[src/rtl/ibex_pkg.sv]
// Shared interrupt definitions: exception cause codes and arbiter FSM states.
package ibex_pkg;

    localparam int unsigned EXC_CAUSE_W = 6;

    localparam logic [EXC_CAUSE_W-1:0] EXC_CAUSE_IRQ_NM         = 6'd63;
    localparam logic [EXC_CAUSE_W-1:0] EXC_CAUSE_IRQ_EXTERNAL_M = 6'd43;
    localparam logic [EXC_CAUSE_W-1:0] EXC_CAUSE_IRQ_SOFTWARE_M = 6'd35;
    localparam logic [EXC_CAUSE_W-1:0] EXC_CAUSE_IRQ_TIMER_M    = 6'd39;
    localparam logic [EXC_CAUSE_W-1:0] EXC_CAUSE_IRQ_FAST_BASE  = 6'd48;

    // Arbiter lifecycle of one presented interrupt
    typedef enum logic [1:0] {
        IDLE    = 2'd0,
        PRESENT = 2'd1,
        HOLDOFF = 2'd2
    } irq_arb_state_e;

    // Source index layout (low to high priority):
    //   0 timer, 1 software, 2 external, 3+i fast[i], num_fast+3 NMI.
    // The low num_fast+3 indices line up with the mie/mip bit order.
    function automatic logic [EXC_CAUSE_W-1:0] irq_idx_to_cause(
        input int unsigned idx,
        input int unsigned num_fast
    );
        logic [EXC_CAUSE_W-1:0] cause;
        if (idx == num_fast + 3) begin
            cause = EXC_CAUSE_IRQ_NM;
        end else if (idx >= 3) begin
            cause = EXC_CAUSE_IRQ_FAST_BASE + EXC_CAUSE_W'(idx - 3);
        end else if (idx == 2) begin
            cause = EXC_CAUSE_IRQ_EXTERNAL_M;
        end else if (idx == 1) begin
            cause = EXC_CAUSE_IRQ_SOFTWARE_M;
        end else begin
            cause = EXC_CAUSE_IRQ_TIMER_M;
        end
        return cause;
    endfunction

endpackage

[src/rtl/ibex_irq_prio_enc.sv]
// Combinational fixed-priority encoder: the highest set request index wins.
module ibex_irq_prio_enc #(
    parameter int unsigned WIDTH = 19,
    localparam int unsigned IDX_W = (WIDTH > 1) ? $clog2(WIDTH) : 1
) (
    input  logic [WIDTH-1:0] req_i,
    output logic [IDX_W-1:0] idx_o,
    output logic             valid_o
);

    // Ascending scan so the last (highest) set bit overrides lower ones
    always_comb begin
        idx_o   = '0;
        valid_o = 1'b0;
        for (int unsigned i = 0; i < WIDTH; i++) begin
            if (req_i[i]) begin
                idx_o   = IDX_W'(i);
                valid_o = 1'b1;
            end
        end
    end

endmodule

[src/rtl/ibex_irq_arbiter.sv]
// Interrupt scheduler: latches/masks machine interrupt sources, picks a
// fixed-priority winner and holds it stable for the controller until taken.
module ibex_irq_arbiter
    import ibex_pkg::*;
#(
    parameter int unsigned          NUM_FAST       = 15,
    parameter logic [NUM_FAST-1:0]  FAST_EDGE_MASK = '0,
    parameter int unsigned          HOLDOFF_CYCLES = 1
) (
    input  logic                    clk_i,
    input  logic                    rst_i,
    input  logic                    irq_nm_i,
    input  logic [NUM_FAST-1:0]     irq_fast_i,
    input  logic                    irq_external_i,
    input  logic                    irq_software_i,
    input  logic                    irq_timer_i,
    input  logic [NUM_FAST+2:0]     csr_mie_i,
    input  logic                    csr_mstatus_mie_i,
    input  logic                    nmi_mode_i,
    input  logic                    debug_mode_i,
    input  logic                    irq_ack_i,
    output logic                    irq_req_o,
    output logic                    irq_nmi_o,
    output logic [EXC_CAUSE_W-1:0]  irq_cause_o,
    output logic [NUM_FAST+2:0]     csr_mip_o
);

    localparam int unsigned NUM_MIE = NUM_FAST + 3;
    localparam int unsigned NUM_SRC = NUM_FAST + 4;
    localparam int unsigned NMI_IDX = NUM_SRC - 1;
    localparam int unsigned IDX_W   = $clog2(NUM_SRC);
    localparam int unsigned CNT_W   = 3;

    // Input history and edge latches
    logic                   nmi_prev_q;
    logic                   nmi_lat_q;
    logic                   nmi_lat_d;
    logic [NUM_FAST-1:0]    fast_prev_q;
    logic [NUM_FAST-1:0]    fast_lat_q;
    logic [NUM_FAST-1:0]    fast_lat_d;

    // Pending / eligibility view
    logic                   nmi_rise_c;
    logic                   nmi_pend_c;
    logic [NUM_FAST-1:0]    fast_rise_c;
    logic [NUM_FAST-1:0]    fast_pend_c;
    logic [NUM_MIE-1:0]     mip_c;
    logic [NUM_MIE-1:0]     mip_q;
    logic                   maskable_en_c;
    logic [NUM_SRC-1:0]     elig_c;

    // Arbitration
    logic [IDX_W-1:0]       win_idx_c;
    logic                   win_valid_c;
    logic [IDX_W-1:0]       win_idx_q;
    logic                   win_elig_c;
    logic                   retire_c;
    logic                   nmi_clr_c;
    logic [NUM_FAST-1:0]    fast_clr_c;

    // FSM and registered outputs
    irq_arb_state_e         state_q;
    logic [CNT_W-1:0]       hold_cnt_q;
    logic                   req_q;
    logic                   nmi_q;
    logic [EXC_CAUSE_W-1:0] cause_q;

    // Raw pending: edge sources include this cycle's rising edge so they are
    // visible with the same latency as level sources
    always_comb begin
        nmi_rise_c  = irq_nm_i & ~nmi_prev_q;
        nmi_pend_c  = nmi_lat_q | nmi_rise_c;
        fast_rise_c = irq_fast_i & ~fast_prev_q;
        fast_pend_c = (FAST_EDGE_MASK & (fast_lat_q | fast_rise_c))
                    | (~FAST_EDGE_MASK & irq_fast_i);
        mip_c       = {fast_pend_c, irq_external_i, irq_software_i, irq_timer_i};
    end

    // Eligibility after masking; index order doubles as priority order
    always_comb begin
        maskable_en_c = csr_mstatus_mie_i & ~debug_mode_i;
        elig_c        = {nmi_pend_c & ~nmi_mode_i & ~debug_mode_i,
                         mip_c & csr_mie_i & {NUM_MIE{maskable_en_c}}};
    end

    ibex_irq_prio_enc #(
        .WIDTH   (NUM_SRC)
    ) u_prio_enc (
        .req_i   (elig_c),
        .idx_o   (win_idx_c),
        .valid_o (win_valid_c)
    );

    // Retirement of the presented winner; acks outside PRESENT are ignored
    always_comb begin
        retire_c   = (state_q == PRESENT) & irq_ack_i;
        win_elig_c = elig_c[win_idx_q];
        nmi_clr_c  = retire_c & (win_idx_q == IDX_W'(NMI_IDX));
        fast_clr_c = '0;
        for (int unsigned i = 0; i < NUM_FAST; i++) begin
            fast_clr_c[i] = retire_c & (win_idx_q == IDX_W'(i + 3));
        end
    end

    // Latch next state: a new edge in the same cycle as its ack keeps it set
    always_comb begin
        nmi_lat_d  = (nmi_lat_q & ~nmi_clr_c) | nmi_rise_c;
        fast_lat_d = FAST_EDGE_MASK & ((fast_lat_q & ~fast_clr_c) | fast_rise_c);
    end

    // Source history, edge latches and registered pending view
    always_ff @(posedge clk_i) begin
        if (rst_i) begin
            nmi_prev_q  <= 1'b0;
            nmi_lat_q   <= 1'b0;
            fast_prev_q <= '0;
            fast_lat_q  <= '0;
            mip_q       <= '0;
        end else begin
            nmi_prev_q  <= irq_nm_i;
            nmi_lat_q   <= nmi_lat_d;
            fast_prev_q <= irq_fast_i;
            fast_lat_q  <= fast_lat_d;
            mip_q       <= mip_c;
        end
    end

    // Presentation FSM with registered request/cause; outputs frozen in PRESENT
    always_ff @(posedge clk_i) begin
        if (rst_i) begin
            state_q    <= IDLE;
            hold_cnt_q <= '0;
            win_idx_q  <= '0;
            req_q      <= 1'b0;
            nmi_q      <= 1'b0;
            cause_q    <= '0;
        end else begin
            case (state_q)
                IDLE: begin
                    if (win_valid_c) begin
                        state_q   <= PRESENT;
                        win_idx_q <= win_idx_c;
                        req_q     <= 1'b1;
                        nmi_q     <= (win_idx_c == IDX_W'(NMI_IDX));
                        cause_q   <= irq_idx_to_cause(32'(win_idx_c), NUM_FAST);
                    end
                end
                PRESENT: begin
                    if (irq_ack_i) begin
                        state_q    <= HOLDOFF;
                        hold_cnt_q <= CNT_W'(HOLDOFF_CYCLES);
                        req_q      <= 1'b0;
                        nmi_q      <= 1'b0;
                        cause_q    <= '0;
                    end else if (!win_elig_c) begin
                        state_q <= IDLE;
                        req_q   <= 1'b0;
                        nmi_q   <= 1'b0;
                        cause_q <= '0;
                    end
                end
                HOLDOFF: begin
                    hold_cnt_q <= hold_cnt_q - CNT_W'(1);
                    if (hold_cnt_q <= CNT_W'(1)) begin
                        state_q <= IDLE;
                    end
                end
                default: begin
                    state_q <= IDLE;
                    req_q   <= 1'b0;
                    nmi_q   <= 1'b0;
                    cause_q <= '0;
                end
            endcase
        end
    end

    assign irq_req_o   = req_q;
    assign irq_nmi_o   = nmi_q;
    assign irq_cause_o = cause_q;
    assign csr_mip_o   = mip_q;

endmodule

[config.mk]
export PLATFORM = sky130hd
export DESIGN_NAME = ibex_irq_arbiter
export DESIGN_NICKNAME = d
export VERILOG_FILES = /design/src/rtl/ibex_pkg.sv /design/src/rtl/ibex_irq_prio_enc.sv /design/src/rtl/ibex_irq_arbiter.sv
export SDC_FILE = /design/constraint.sdc
export NUM_CORES = 1
export LEC_CHECK = 0
export ABC_AREA = 1
export BUFFER_PORTS_ARGS = -buffer_cell sky130_fd_sc_hd__buf_4
export CAP_MARGIN = 40
export CORE_UTILIZATION = 35
export CTS_CLUSTER_DIAMETER = 120
export DETAILED_ROUTE_END_ITERATION = 16
export PLACE_DENSITY = 0.65
export SYNTH_ARGS = -nofsm -noshare
export SYNTH_HDL_FRONTEND = slang
export SYNTH_HIERARCHICAL = 1
export SYNTH_SLANG_ARGS = --single-unit
[constraint.sdc]
create_clock -name clk_i -period 3.4 [get_ports clk_i]
set_input_delay 0.34 -clock clk_i [delete_from_list [all_inputs] [get_ports clk_i]]
set_output_delay 0.34 -clock clk_i [all_outputs]
set_load 0.01 [all_outputs]
---- Yosys cells after proc, flatten, opt, wreduce, memory -nomap -nowiden ----
Cells that the tools add are included.
cells by class
  eq/ne operators ......................... 10
  bitwise gates (word level) .............. 16
  reduce and logical (&&, ||, !) cells .... 6
  multiplexer cells ....................... 60
  $add $sub $neg .......................... 3
  magnitude comparators ................... 3
operators with widths
  kind                   number
  $and A18 B18 Y18       2
  $mux W4                9
  $mux W6                5
  $mux W1                25
  $mux W3                6
  $pmux W6 S3            1
  $mux W5                3
  $mux W2                6
  $eq A5 B5 Y1 const B   2
  $and A1 B1 Y1          7
  $add A6 B6 Y6 const A  1
  $lt A5 B6 Y1 const B   1
  $pmux W1 S3            2
  $pmux W2 S3            1
  $pmux W3 S2            1
  $reduce_and A3 Y1      2
  $sub A5 B2 Y6 const B  1
  $bmux W1 S5            1
  $eq A5 B1 Y1 const B   1
  $eq A5 B2 Y1 const B   1
  $ge A5 B2 Y1 const B   1
  $not A1 Y1             5
  $ne A2 B2 Y1 const B   2
  $reduce_and A2 Y1      2
  9 further kinds        10
word-level totals
  output and inout bits ................... 26
  bits of input ports ..................... 43
  register bits after elaboration ......... 38
  logic and storage cells ................. 107

---- Logic depth before layout (Yosys ltp) ----
Gate-level depths: netlist of the first run.
  word-level depth ........................ 28
  gate-level depth with buffers ........... 29

---- By module ----
Netlist of the first run, hierarchy kept.
modules (own cells, without submodules)
  module             area each (um^2)  times used  cells an instance  sequential area each (um^2)
  ibex_irq_arbiter   1964.4            1           290                760.7
  ibex_irq_prio_enc  261.5             1           58                 0.0

---- Worst setup path after synthesis of the first run ----
OpenSTA, ideal clock, no wires.
  path type ............................... input port to flip-flop
  from .................................... input port debug_mode_i
  to ...................................... register cause_q[5], in the netlist irq_cause_o[5]
  path slack .............................. 0.962 ns
  data arrival time ....................... 2.323 ns
  library setup time ...................... 0.115 ns
  data required time ...................... 3.285 ns
  stages on the path ...................... 24
  buffers on the path ..................... 1
  cells stage by stage .................... inv_2 nand2_4 buf_12 nor2_1 bufinv_8 nand2_1 nand2_1 nand2_1 nand2_1 nand2_1 nand2_1 nand2_1 nand2_1 nand2_1 nand2_1 a21oi_2 inv_1 ha_1 nand2_1 nor2_1 o31ai_1 nand3_2 nand2_1 nor2_1
RTL lines
  element                    line                     RTL
  from (decl)                ibex_irq_arbiter.sv:20   input logic debug_mode_i,
  $not A1 Y1 (*)             ibex_irq_arbiter.sv:81   maskable_en_c = csr_mstatus_mie_i & ~debug_mode_i;
  $and A1 B1 Y1 (*)          ibex_irq_arbiter.sv:81
  $and A18 B18 Y18 (*)       ibex_irq_arbiter.sv:83   mip_c & csr_mie_i & {NUM_MIE{maskable_en_c}}};
  net elig_c[7]              ibex_irq_arbiter.sv:50   logic [NUM_SRC-1:0] elig_c;
  $mux W3 (*)                ibex_irq_prio_enc.sv:16  if (req_i[i]) begin
  $mux W4 (*) (8 in series)  ibex_irq_prio_enc.sv:16
  $mux W5 (*) (3 in series)  ibex_irq_prio_enc.sv:16
  net win_idx_c[0]           ibex_irq_arbiter.sv:53   logic [IDX_W-1:0] win_idx_c;
  $sub A5 B2 Y6              ibex_pkg.sv:30           cause = EXC_CAUSE_IRQ_FAST_BASE + EXC_CAUSE_W'(idx - 3);
  $add A6 B6 Y6              ibex_pkg.sv:30
  $mux W6                    ibex_pkg.sv:29           end else if (idx >= 3) begin
  $mux W6 (*)                ibex_pkg.sv:27           if (idx == num_fast + 3) begin
  $mux W6 (*)                ibex_irq_arbiter.sv:140  if (win_valid_c) begin
  $pmux W6 S3 (*)            ibex_irq_arbiter.sv:138  case (state_q)
  to (signal assigned)       ibex_irq_arbiter.sv:145  cause_q <= irq_idx_to_cause(32'(win_idx_c), NUM_FAST);
  to (decl)                  ibex_irq_arbiter.sv:66   logic [EXC_CAUSE_W-1:0] cause_q;
The timed path passes the listed nets; every way through them passes the cells marked *. The select of a mux whose other input is x is not followed.
A chain may end at the register's enable or synchronous reset.

---- Final worst setup path of the first run ----
  from .................................... input port debug_mode_i
  to ...................................... register cause_q[5], in the netlist irq_cause_o[5]
on the way
  longest elaborated chain between the ends .. 27
RTL lines
  element                    line
  $not A1 Y1 (*)             ibex_irq_arbiter.sv:81
  $and A1 B1 Y1 (*)          ibex_irq_arbiter.sv:81
  $and A18 B18 Y18 (*)       ibex_irq_arbiter.sv:83
  net elig_c[1]              ibex_irq_arbiter.sv:50
  $mux W1 (*)                ibex_irq_prio_enc.sv:16
  $mux W2 (*) (2 in series)  ibex_irq_prio_enc.sv:16
  $mux W3 (*) (4 in series)  ibex_irq_prio_enc.sv:16
  $mux W4 (*) (8 in series)  ibex_irq_prio_enc.sv:16
  $mux W5 (*) (3 in series)  ibex_irq_prio_enc.sv:16
  net win_idx_c[0]           ibex_irq_arbiter.sv:53
  $sub A5 B2 Y6              ibex_pkg.sv:30
  $add A6 B6 Y6              ibex_pkg.sv:30
  $mux W6                    ibex_pkg.sv:29
  $mux W6 (*)                ibex_pkg.sv:27
  $mux W6 (*)                ibex_irq_arbiter.sv:140
  $pmux W6 S3 (*)            ibex_irq_arbiter.sv:138
Marked as above.

==> run_summary.xml, run 1 <==
<?xml version="1.0" encoding="UTF-8"?>
<metrics>
  <group name="run_status">
    <metric name="outcome" unit="">completed</metric>
  </group>
  <group name="grt">
    <metric name="grt.overflow.total" unit="">0</metric>
    <metric name="first_global_vias" unit="">2111</metric>
    <metric name="grt_max_degree" unit="">26</metric>
    <metric name="antenna_violations_before_repair" unit="">0</metric>
    <metric name="grt_first_pass_wirelength" unit="µm">8650</metric>
    <metric name="track_usage" unit="%">17.1</metric>
  </group>
  <group name="synthesis">
    <metric name="ys_top_cells_by_count" unit="">nand2_1 (83), nor2_1 (66), inv_1 (57), dfxtp_1 (38)</metric>
    <metric name="synth.lib_cells_used.distinct" unit="">36</metric>
    <metric name="async_flop_share" unit="%">0</metric>
    <metric name="synthMostInstantiatedCell" unit="">nand2_1</metric>
    <metric name="number_of_synthesis_warnings" unit="">6</metric>
    <metric name="post-synth-top-area-fraction" unit="%">34.2</metric>
    <metric name="postSynthAreaPerCell" unit="µm²">6.40</metric>
    <metric name="synth-edff-count" unit="">0</metric>
    <metric name="postSynthCellCount" unit="">348</metric>
    <metric name="netlist_top_cells_area" unit="">dfxtp_1 (34%), nand2_1 (14%), nor2_1 (11%)</metric>
    <metric name="postSynthNetCount" unit="">396</metric>
    <metric name="synth_largest_area_cell" unit="">dfxtp_1</metric>
    <metric name="synth.cell_area" unit="mm²">0.00223</metric>
    <metric name="ys_seq_elements" unit="">38</metric>
    <metric name="synth.yosys.seq_area_share" unit="%">34.2</metric>
    <metric name="synth_top_flop_cell" unit="">dfxtp_1</metric>
  </group>
  <group name="sta">
    <metric name="timing.final.hold_violations" unit="">0</metric>
    <metric name="worst-slew-pin-transition" unit="ns">0.463</metric>
    <metric name="setup-violations-final" unit="">0</metric>
    <metric name="final.min_clock_period" unit="ns">2.61</metric>
    <metric name="slew_headroom" unit="%">68.9</metric>
    <metric name="holdWs" unit="ns">0.246</metric>
    <metric name="fmax_achieved" unit="MHz">383</metric>
    <metric name="fin_tns_setup" unit="ns">0</metric>
    <metric name="unrepaired_setup_endpoints_after_global_routing" unit="">false</metric>
    <metric name="fin_worst_skew" unit="ns">0.00475</metric>
    <metric name="slew_viol_final" unit="">0</metric>
    <metric name="period_share" unit="%">76.8</metric>
  </group>
  <group name="clocking">
    <metric name="tritoncts" unit="">done</metric>
    <metric name="post-cts-setup-buffers" unit="">0</metric>
    <metric name="clock_insertion_delay_worst_skew" unit="ns">0.30</metric>
    <metric name="numClockSinks" unit="">38</metric>
    <metric name="cts.root.buffer_cell" unit="">clkbuf_8</metric>
    <metric name="numCtsBuffers" unit="">5</metric>
    <metric name="clock_tree.buffer_depth" unit="">2</metric>
    <metric name="postCtsResizedCells" unit="">0</metric>
    <metric name="cts.clk_slew.worst_paths" unit="ns">0.08</metric>
    <metric name="post_cts_hold_buffer_count" unit="">0</metric>
    <metric name="depth_of_the_cts_h_tree" unit="">2</metric>
  </group>
  <group name="job">
    <metric name="cap_violations" unit="">0</metric>
  </group>
  <group name="worst_hold_path">
    <metric name="holdPathStages" unit="">3</metric>
    <metric name="worstHoldPathType" unit="">in -&gt; reg</metric>
    <metric name="holdCritStartpoint" unit="">irq_fast_i[12]</metric>
  </group>
  <group name="final_layout">
    <metric name="n_antenna_cell" unit="">0</metric>
    <metric name="fillCellCount" unit="">651</metric>
    <metric name="syn_to_final_growth" unit="%">28.8</metric>
    <metric name="layout-drive-gt1-share" unit="%">23.7</metric>
    <metric name="fin_nets" unit="">464</metric>
  </group>
  <group name="critical_path">
    <metric name="crit_path_max_fanout" unit="">18</metric>
    <metric name="cp_data_required_time" unit="ns">3.60</metric>
    <metric name="worst-setup-path-type" unit="">in -&gt; reg</metric>
    <metric name="path_common_cell" unit="">nand2_1</metric>
    <metric name="crit_path_max_incr_delay" unit="ns">0.26</metric>
    <metric name="worst-r2r-cell-count" unit="">14</metric>
    <metric name="critical_path.reg2reg.startpoint" unit="">nmi_prev_q$_SDFF_PP0_</metric>
    <metric name="worstPathArrival" unit="ns">2.81</metric>
    <metric name="timing.critical_path.from" unit="">debug_mode_i</metric>
    <metric name="critical_path.slowest_cell" unit="">o31ai_1</metric>
    <metric name="setup.worst_path.start_class" unit="">primary input</metric>
    <metric name="setup.worst_path.end_class" unit="">flip-flop</metric>
  </group>
  <group name="floorplanning">
    <metric name="die_width" unit="µm">81.7</metric>
    <metric name="fp.dieH" unit="µm">81.7</metric>
    <metric name="design.core.area" unit="mm²">0.00603</metric>
    <metric name="full_die_area" unit="mm²">0.00668</metric>
    <metric name="initial_core_util" unit="%">36.9</metric>
    <metric name="core.rowCount" unit="">28</metric>
    <metric name="floorplan.io_pins" unit="">69</metric>
  </group>
  <group name="routing">
    <metric name="ant_nets" unit="">0</metric>
    <metric name="finalWirelength" unit="µm">5220</metric>
    <metric name="drt_pass1_iterations" unit="">4</metric>
    <metric name="wl_per_cell" unit="µm">10.6</metric>
    <metric name="vias" unit="">2223</metric>
    <metric name="drt_iter0_drc" unit="">113</metric>
    <metric name="drc" unit="">0</metric>
    <metric name="routed_via_density" unit="">4.52</metric>
  </group>
  <group name="power">
    <metric name="peakVddDrop" unit="V">0.000250</metric>
    <metric name="total_power" unit="mW">1.29</metric>
    <metric name="leakage" unit="nW">1.52</metric>
    <metric name="power_per_cell_area" unit="mW/mm²">452</metric>
  </group>
  <group name="place">
    <metric name="place_congestion" unit="">0.849</metric>
    <metric name="placement.io_buffers" unit="">68</metric>
    <metric name="post-dp-hpwl" unit="µm">4060</metric>
  </group>
</metrics>
[state kept, by name, indices dropped and copies added, names as in the netlist]
register	cells
nmi_prev_q	1
win_idx_q	5
irq_nmi_o	1
irq_cause_o	6
irq_req_o	1
csr_mip_o	18
nmi_lat_q	1
hold_cnt_q	3
state_q	2
[worst paths after layout]
check                                                   end  slack [ns]
worst max-delay path            irq_cause_o[5]$_SDFFE_PP0P_        0.79
worst min-delay path               csr_mip_o[15]$_SDFF_PP0_        0.25
worst max register to register  irq_cause_o[3]$_SDFFE_PP0P_        0.98
worst min register to register       irq_req_o$_SDFFE_PP0P_        0.46
[final cells by class]
| cell class | instances | area (µm²) | area share (%) |
|---|---|---|---|
| Multi-Input combinational cell | 236 | 1120 | 39.2 |
| Sequential cell | 38 | 761 | 26.5 |
| Timing Repair Buffer | 69 | 518 | 18.1 |
| Inverter | 66 | 275 | 9.60 |
| Tap cell | 75 | 93.8 | 3.27 |
| Clock buffer | 6 | 82.6 | 2.88 |
| Clock inverter | 2 | 12.5 | 0.436 |
[metrics by stage]
step / instance area (µm²) / cells / worst slack [ns] / utilization, %
2_1_floorplan: 2230 / 348 / 0.962 / -
3_3_place_gp: 2770 / 484 / 0.569 / 46.0
3_5_place_dp: 2770 / 484 / 0.468 / 46.0
4_1_cts: 2870 / 492 / 0.779 / 47.6
5_1_grt: 2870 / 492 / 0.464 / 47.6
6_report: 2870 / 492 / 0.790 / 47.6
[routing by layer]
metal | share of wire (%) | global-route usage [%] | wire length [µm]
met1 | 48 | 21.2 | 2520
met2 | 44 | 28.0 | 2320
met3 | 5.3 | 3.67 | 275
met4 | 1.9 | 8.25 | 99
met5 | 0 | 0 | 0
[critical path: cells and delay by family]
kind,cells,cell delay [ns]
AOI/OAI and AO/OA,2,0.50
and+or+nand+nor,22,1.48
buffers and inverters,3,0.29
adders and majority gates,1,0.22
[cell usage in the layout (no fill, tap or decap), types with 4 or more instances in the layout]
| master | netlist | routed |
|---|---|---|
| a21oi_1 | 19 | 19 |
| buf_4 | 0 | 69 |
| clkbuf_8 | 0 | 6 |
| dfxtp_1 | 38 | 38 |
| ha_1 | 5 | 5 |
| inv_1 | 57 | 57 |
| inv_2 | 6 | 6 |
| nand2_1 | 83 | 83 |
| nand3_1 | 19 | 19 |
| nor2_1 | 66 | 66 |
| nor2_2 | 4 | 4 |
| o21ai_0 | 12 | 12 |
[logic make-up after synthesis]
logic type	share of synthesized area, %
compound gates	11.0
buf+inv	15.3
simple gates	35.9
fa+ha+maj	2.81
flops	34.2
xor+xnor	0.787
[power breakdown]
group	switching (mW)	leakage, nW	internal, mW
clock	0.170	0.0472	0.163
sequential	0.0385	0.316	0.498
combinational	0.240	1.16	0.185
Note: power is estimated with default switching activity, not from simulation.
==> inputs of run 2 (changes only) <==
- clock period: 3.4 -> 2.45 ns (I/O delays scaled with it)
==> run 2 against run 1 <==
Net effect:
- total power rose by 63%
- via count rose by 6.9%
- final cell count rose by 3.7%
- setup slack got worse by 0.58 ns
- global-route usage rose by 1.2 points
- utilization rose by 4.8 points
- largest power group unchanged
- flip-flop and latch count did not move
- clock power rose by 100%
==> run_summary.xml, run 2 (same netlist as run 1, synthesis figures left out) <==
<?xml version="1.0" encoding="UTF-8"?>
<metrics>
  <group name="run_status">
    <metric name="outcome" unit="">completed</metric>
  </group>
  <group name="worst_hold_path">
    <metric name="hold_path_end" unit="">nmi_prev_q$_SDFF_PP0_</metric>
    <metric name="holdCritStartpoint" unit="">irq_nm_i</metric>
    <metric name="holdPathStages" unit="">3</metric>
    <metric name="worstHoldPathType" unit="">in -&gt; reg</metric>
  </group>
  <group name="critical_path">
    <metric name="crit_path_max_fanout" unit="">9</metric>
    <metric name="crit_path_max_incr_delay" unit="ns">0.21</metric>
    <metric name="cp_data_required_time" unit="ns">2.65</metric>
    <metric name="setup.worst_path.end_class" unit="">flip-flop</metric>
    <metric name="critical_path.slowest_cell" unit="">ha_2</metric>
    <metric name="worst_path_dominant_cell_family" unit="">simple AND/OR/NAND/NOR gates</metric>
    <metric name="worstPathArrival" unit="ns">2.45</metric>
    <metric name="critical_path.reg2reg.startpoint" unit="">nmi_prev_q$_SDFF_PP0_</metric>
    <metric name="worst-r2r-cell-count" unit="">15</metric>
    <metric name="slack_of_the_worst_reg_to_reg_path" unit="ns">0.27</metric>
    <metric name="setup.worst_path.start_class" unit="">primary input</metric>
    <metric name="path_common_cell" unit="">nand2_1</metric>
    <metric name="r2r_endpoint" unit="">irq_cause_o[3]$_SDFFE_PP0P_</metric>
    <metric name="worst-setup-path-type" unit="">in -&gt; reg</metric>
    <metric name="worstPathBufferInverterCount" unit="">4</metric>
  </group>
  <group name="clocking">
    <metric name="clock_insertion_delay_worst_skew" unit="ns">0.31</metric>
    <metric name="depth_of_the_cts_h_tree" unit="">2</metric>
    <metric name="clock_tree.buffer_depth" unit="">2</metric>
    <metric name="cts.clk_slew.worst_paths" unit="ns">0.08</metric>
    <metric name="tritoncts" unit="">done</metric>
    <metric name="numCtsBuffers" unit="">5</metric>
    <metric name="numClockSinks" unit="">38</metric>
    <metric name="cts.root.buffer_cell" unit="">clkbuf_8</metric>
    <metric name="post_cts_hold_buffer_count" unit="">0</metric>
  </group>
  <group name="floorplanning">
    <metric name="core.rowCount" unit="">28</metric>
    <metric name="design.core.area" unit="mm²">0.00603</metric>
    <metric name="initial_core_util" unit="%">36.9</metric>
    <metric name="full_die_area" unit="mm²">0.00668</metric>
    <metric name="fp.dieH" unit="µm">81.7</metric>
    <metric name="floorplan.io_pins" unit="">69</metric>
    <metric name="die_width" unit="µm">81.7</metric>
  </group>
  <group name="grt">
    <metric name="grt_max_degree" unit="">26</metric>
    <metric name="first_global_vias" unit="">2230</metric>
    <metric name="grt_first_pass_wirelength" unit="µm">9320</metric>
    <metric name="track_usage" unit="%">18.3</metric>
    <metric name="antenna_violations_before_repair" unit="">0</metric>
    <metric name="grt.overflow.total" unit="">0</metric>
  </group>
  <group name="power">
    <metric name="leakage" unit="nW">1.64</metric>
    <metric name="p_switching" unit="mW">0.679</metric>
    <metric name="peakVddDrop" unit="V">0.000305</metric>
    <metric name="cellInternalPower" unit="mW">1.43</metric>
    <metric name="power.share.switching" unit="%">32.3</metric>
    <metric name="clkPwrFrac" unit="%">32.3</metric>
    <metric name="power_per_cell_area" unit="mW/mm²">668</metric>
    <metric name="sequentialPowerShare" unit="%">35.3</metric>
    <metric name="power.combinational.fraction" unit="%">32.4</metric>
  </group>
  <group name="routing">
    <metric name="ant_nets" unit="">0</metric>
    <metric name="drt_iter0_drc" unit="">160</metric>
    <metric name="wl_per_cell" unit="µm">11.4</metric>
    <metric name="vias" unit="">2376</metric>
    <metric name="routed_via_density" unit="">4.66</metric>
    <metric name="finalWirelength" unit="µm">5810</metric>
    <metric name="drt_pass1_iterations" unit="">6</metric>
    <metric name="drc" unit="">0</metric>
  </group>
  <group name="sta">
    <metric name="worst_slack" unit="ns">0.206</metric>
    <metric name="slew_viol_final" unit="">0</metric>
    <metric name="worst-slew-pin-transition" unit="ns">0.660</metric>
    <metric name="final.min_clock_period" unit="ns">2.24</metric>
    <metric name="holdWs" unit="ns">0.148</metric>
    <metric name="fin_worst_skew" unit="ns">0.00486</metric>
    <metric name="slew_headroom" unit="%">55.9</metric>
    <metric name="period_share" unit="%">91.6</metric>
    <metric name="setup-violations-final" unit="">0</metric>
    <metric name="timing.final.hold_violations" unit="">0</metric>
    <metric name="fmax_achieved" unit="MHz">446</metric>
  </group>
  <group name="final_layout">
    <metric name="syn_to_final_growth" unit="%">41.7</metric>
    <metric name="ff_latch_area" unit="µm²">761</metric>
    <metric name="final_cells" unit="">510</metric>
    <metric name="fillCellCount" unit="">640</metric>
    <metric name="final_core_util" unit="%">52.3</metric>
    <metric name="final_cell_mix" unit="">buf_4 (87), nand2_1 (80), nor2_1 (60)</metric>
    <metric name="multiInputGateArea" unit="mm²">0.00122</metric>
    <metric name="layout-drive-gt1-share" unit="%">30.8</metric>
    <metric name="final_common_cell" unit="">buf_4</metric>
    <metric name="n_antenna_cell" unit="">0</metric>
    <metric name="fin_nets" unit="">482</metric>
    <metric name="postLayoutCellArea" unit="mm²">0.00315</metric>
    <metric name="largest_register_ff_count" unit="">18</metric>
  </group>
  <group name="place">
    <metric name="placedInstanceArea" unit="mm²">0.00290</metric>
    <metric name="placed_cell_count" unit="">501</metric>
    <metric name="place_worst_setup_slack" unit="ns">-0.227</metric>
    <metric name="place_congestion" unit="">0.842</metric>
    <metric name="placement.io_buffers" unit="">68</metric>
    <metric name="post-dp-hpwl" unit="µm">4240</metric>
  </group>
  <group name="job">
    <metric name="cap_violations" unit="">0</metric>
  </group>
</metrics>
==> run 2: tightest hold or removal path, delay by kind of cell <==
kind                   cells  cell delay (ns)
AND/OR/NAND/NOR            1             0.06
buffers and inverters      2             0.11
==> run 2: worst max-delay path by stage <==
stage                             from                          end  depth (start not counted)
after floorplan           debug_mode_i  irq_cause_o[5]$_SDFFE_PP0P_                         24
after global placement    debug_mode_i  irq_cause_o[5]$_SDFFE_PP0P_                         28
after detailed placement  debug_mode_i  irq_cause_o[5]$_SDFFE_PP0P_                         28
after CTS                 debug_mode_i  irq_cause_o[5]$_SDFFE_PP0P_                         28
after global routing      debug_mode_i  irq_cause_o[4]$_SDFFE_PP0P_                         29
final                     debug_mode_i  irq_cause_o[1]$_SDFFE_PP0P_                         28
==> run 2: repair_timing <==
item / CTS / global route
setup endpoints to repair: 0 / 7
setup buffers: 0 / 1
resized for setup: 0 / 28
==> run 2: power by group through the flow <==
stage	combinational, mW	sequential (mW)	clock [mW]
floorplan	0.385	0.766	0
global placement	0.610	0.756	0
detailed placement	0.619	0.758	0
CTS	0.625	0.743	0.693
global route	0.763	0.753	0.712
finish	0.682	0.744	0.681
==> run 2: per-stage QoR <==
| step | total power [mW] | TNS [ns] |
|---|---|---|
| final | 2.11 | 0 |
| after global placement | 1.37 | -0.782 |
| after global routing | 2.23 | -0.0247 |
| after detailed placement | 1.38 | -1.16 |
| after floorplan | 1.15 | 0 |
| after CTS | 2.06 | 0 |
==> run 2: area by class of cell <==
cell class,instances,area share [%]
Sequential cell,38,24.1
Tap cell,75,2.98
Clock buffer,6,2.62
Inverter,66,8.81
Timing Repair Buffer,87,20.7
Multi-Input combinational cell,236,38.8
Clock inverter,2,1.90
==> run 2: per-layer routing <==
metal,part of all wire [%],GRT usage (%)
met3,5.1,3.89
met1,45,21.9
met2,47,32.0
met4,2.2,6.67
met5,0,0
==> inputs of run 3 (changes only) <==
- PLACE_DENSITY: 0.65 -> unset
==> run 3 against run 2 <==
Net effect:
- final cell count increased by 0.59%
- utilization decreased by 0.083 points
- first-iteration DRC count decreased by 30%
- largest power group unchanged
- combinational power decreased by 1%
- wire length decreased by 4.3%
- sequential power about the same
- fmax increased by 1.1%
- worst hold slack got worse by 0.00092 ns
- critical path type unchanged
- highest routed layer unchanged
==> run_summary.xml, run 3 (same netlist as run 1, synthesis figures left out) <==
<?xml version="1.0" encoding="UTF-8"?>
<metrics>
  <group name="routing">
    <metric name="wl_per_cell" unit="µm">10.8</metric>
    <metric name="ant_nets" unit="">0</metric>
    <metric name="drt_iter0_drc" unit="">112</metric>
    <metric name="vias" unit="">2336</metric>
    <metric name="routed_via_density" unit="">4.55</metric>
    <metric name="drt_pass1_iterations" unit="">4</metric>
    <metric name="finalWirelength" unit="µm">5560</metric>
    <metric name="drc" unit="">0</metric>
  </group>
  <group name="final_layout">
    <metric name="largest_register_ff_count" unit="">18</metric>
    <metric name="n_antenna_cell" unit="">0</metric>
    <metric name="final_common_cell" unit="">buf_4</metric>
    <metric name="syn_to_final_growth" unit="%">41.4</metric>
    <metric name="final_cell_mix" unit="">buf_4 (87), nand2_1 (81), nor2_1 (62)</metric>
    <metric name="fin_nets" unit="">485</metric>
    <metric name="layout-drive-gt1-share" unit="%">30.4</metric>
    <metric name="fillCellCount" unit="">616</metric>
  </group>
  <group name="clocking">
    <metric name="clock_insertion_delay_worst_skew" unit="ns">0.30</metric>
    <metric name="clock_tree.buffer_depth" unit="">2</metric>
    <metric name="tritoncts" unit="">done</metric>
    <metric name="depth_of_the_cts_h_tree" unit="">2</metric>
    <metric name="numCtsBuffers" unit="">5</metric>
    <metric name="cts.clk_slew.worst_paths" unit="ns">0.08</metric>
    <metric name="numClockSinks" unit="">38</metric>
    <metric name="post_cts_hold_buffer_count" unit="">0</metric>
    <metric name="cts.root.buffer_cell" unit="">clkbuf_8</metric>
  </group>
  <group name="grt">
    <metric name="track_usage" unit="%">17.4</metric>
    <metric name="grt_max_degree" unit="">26</metric>
    <metric name="grt_util_met2" unit="%">29.4</metric>
    <metric name="global_route.usage.met1" unit="%">21.0</metric>
    <metric name="antenna_violations_before_repair" unit="">0</metric>
    <metric name="top_usage_layer" unit="">met2</metric>
    <metric name="met3_usage" unit="%">4.33</metric>
    <metric name="grt_first_pass_wirelength" unit="µm">8910</metric>
    <metric name="first_global_vias" unit="">2149</metric>
    <metric name="grt.overflow.total" unit="">0</metric>
  </group>
  <group name="power">
    <metric name="leakage" unit="nW">1.65</metric>
    <metric name="total_power" unit="mW">1.97</metric>
    <metric name="power_per_cell_area" unit="mW/mm²">625</metric>
    <metric name="peakVddDrop" unit="V">0.000311</metric>
  </group>
  <group name="floorplanning">
    <metric name="core.rowCount" unit="">28</metric>
    <metric name="floorplan.io_pins" unit="">69</metric>
    <metric name="design.core.area" unit="mm²">0.00603</metric>
    <metric name="full_die_area" unit="mm²">0.00668</metric>
    <metric name="die_width" unit="µm">81.7</metric>
    <metric name="fp.dieH" unit="µm">81.7</metric>
    <metric name="initial_core_util" unit="%">36.9</metric>
  </group>
  <group name="sta">
    <metric name="worst-slew-pin-transition" unit="ns">0.687</metric>
    <metric name="setup-violations-final" unit="">0</metric>
    <metric name="fin_tns_setup" unit="ns">0</metric>
    <metric name="final.min_clock_period" unit="ns">2.22</metric>
    <metric name="timing.final.hold_violations" unit="">0</metric>
    <metric name="slew_headroom" unit="%">54.0</metric>
    <metric name="slew_viol_final" unit="">0</metric>
    <metric name="fin_worst_skew" unit="ns">0.00702</metric>
    <metric name="period_share" unit="%">90.6</metric>
    <metric name="fmax_achieved" unit="MHz">450</metric>
  </group>
  <group name="place">
    <metric name="post-dp-hpwl" unit="µm">4130</metric>
    <metric name="placement.io_buffers" unit="">68</metric>
    <metric name="place_congestion" unit="">0.875</metric>
  </group>
  <group name="critical_path">
    <metric name="setup.worst_path.start_class" unit="">primary input</metric>
    <metric name="crit_path_max_fanout" unit="">5</metric>
    <metric name="setup.worst_path.end_class" unit="">flip-flop</metric>
    <metric name="worst-setup-path-type" unit="">in -&gt; reg</metric>
    <metric name="worstPathArrival" unit="ns">2.42</metric>
    <metric name="cp_data_required_time" unit="ns">2.64</metric>
  </group>
  <group name="job">
    <metric name="cap_violations" unit="">0</metric>
  </group>
  <group name="run_status">
    <metric name="outcome" unit="">completed</metric>
  </group>
  <group name="worst_hold_path">
    <metric name="worstHoldPathType" unit="">in -&gt; reg</metric>
  </group>
</metrics>
==> run 3: cell types whose count changed in the layout (fill, tap and decap cells not counted), moves of 2 or more <==
cell / previous run / this run
o21ai_1: 1 / 3
nor2_2: 6 / 4
nor2_1: 60 / 62
clkinvlp_4: 0 / 2
==> run 3: worst paths after layout <==
kind / start / endpoint / slack (ns) / cells after the start
max: debug_mode_i / irq_cause_o[5]$_SDFFE_PP0P_ / 0.23 / 28
min: irq_fast_i[13] / csr_mip_o[16]$_SDFF_PP0_ / 0.15 / 3
max reg2reg: nmi_prev_q$_SDFF_PP0_ / irq_cause_o[3]$_SDFFE_PP0P_ / 0.30 / 15
min reg2reg: irq_req_o$_SDFFE_PP0P_ / irq_req_o$_SDFFE_PP0P_ / 0.46 / 2
==> run 3: layer usage <==
metal	wire (µm)	vias to the layer above
met5	0	-
met4	84	0
met3	403	6
met2	2550	73
met1	2530	1010
li1	-	1247
==> run 3: timing repair <==
action                                  CTS  global route
setup buffers                             0             2
endpoints found under the setup margin    0             7
endpoints found under the hold margin     0             0
resized for setup                         0            30
==> run 3: cell type report <==
type                       instances  area, µm²  area share (%)
timing repair buffer              89        679            21.6
clock inverter                     3       45.0            1.43
multi-input combinational        237       1210            38.5
inverter                          66        288            9.14
clock buffer                       5       68.8            2.19
sequential                        38        761            24.2
tap                               75       93.8            2.98
==> run 3: worst max-delay path, cell delays in order <==
cell,delay (ns)
buf_8,0.11
clkinv_8,0.05
nand2_8,0.07
nor2_4,0.09
nand2_1,0.06
nand2_1,0.05
nand2_1,0.05
nand2_1,0.05
nand2_1,0.05
nand2_1,0.05
nand2_1,0.04
nand2_1,0.05
nand2_1,0.04
nand2_1,0.05
nand2_1,0.04
nand2_1,0.05
nand2_1,0.04
nand2_1,0.05
nand2_1,0.06
a21oi_2,0.21
inv_1,0.10
ha_2,0.21
nand2_2,0.10
nor2_4,0.07
o31ai_4,0.24
nand3_2,0.09
nand2_1,0.07
nor2_1,0.04
==> run 3: report_power, final <==
group | internal, mW | switching, mW
Combinational | 0.303 | 0.372
Clock | 0.303 | 0.247
Sequential | 0.691 | 0.0506
Total | 1.30 | 0.670
==> run 3: per-stage QoR <==
stage / setup WS, ns / cells / cell area (µm²) / util [%] / hold slack (ns)
after CTS: 0.121 / 510 / 3020 / 50.1 / 0.144
after detailed placement: -0.197 / 502 / 2910 / 48.2 / 0.454
after floorplan: 0.107 / 348 / 2230 / - / 0.352
after global placement: -0.143 / 502 / 2910 / 48.2 / 0.453
final: 0.229 / 513 / 3150 / 52.2 / 0.147
after global routing: -0.0339 / 513 / 3150 / 52.2 / 0.156
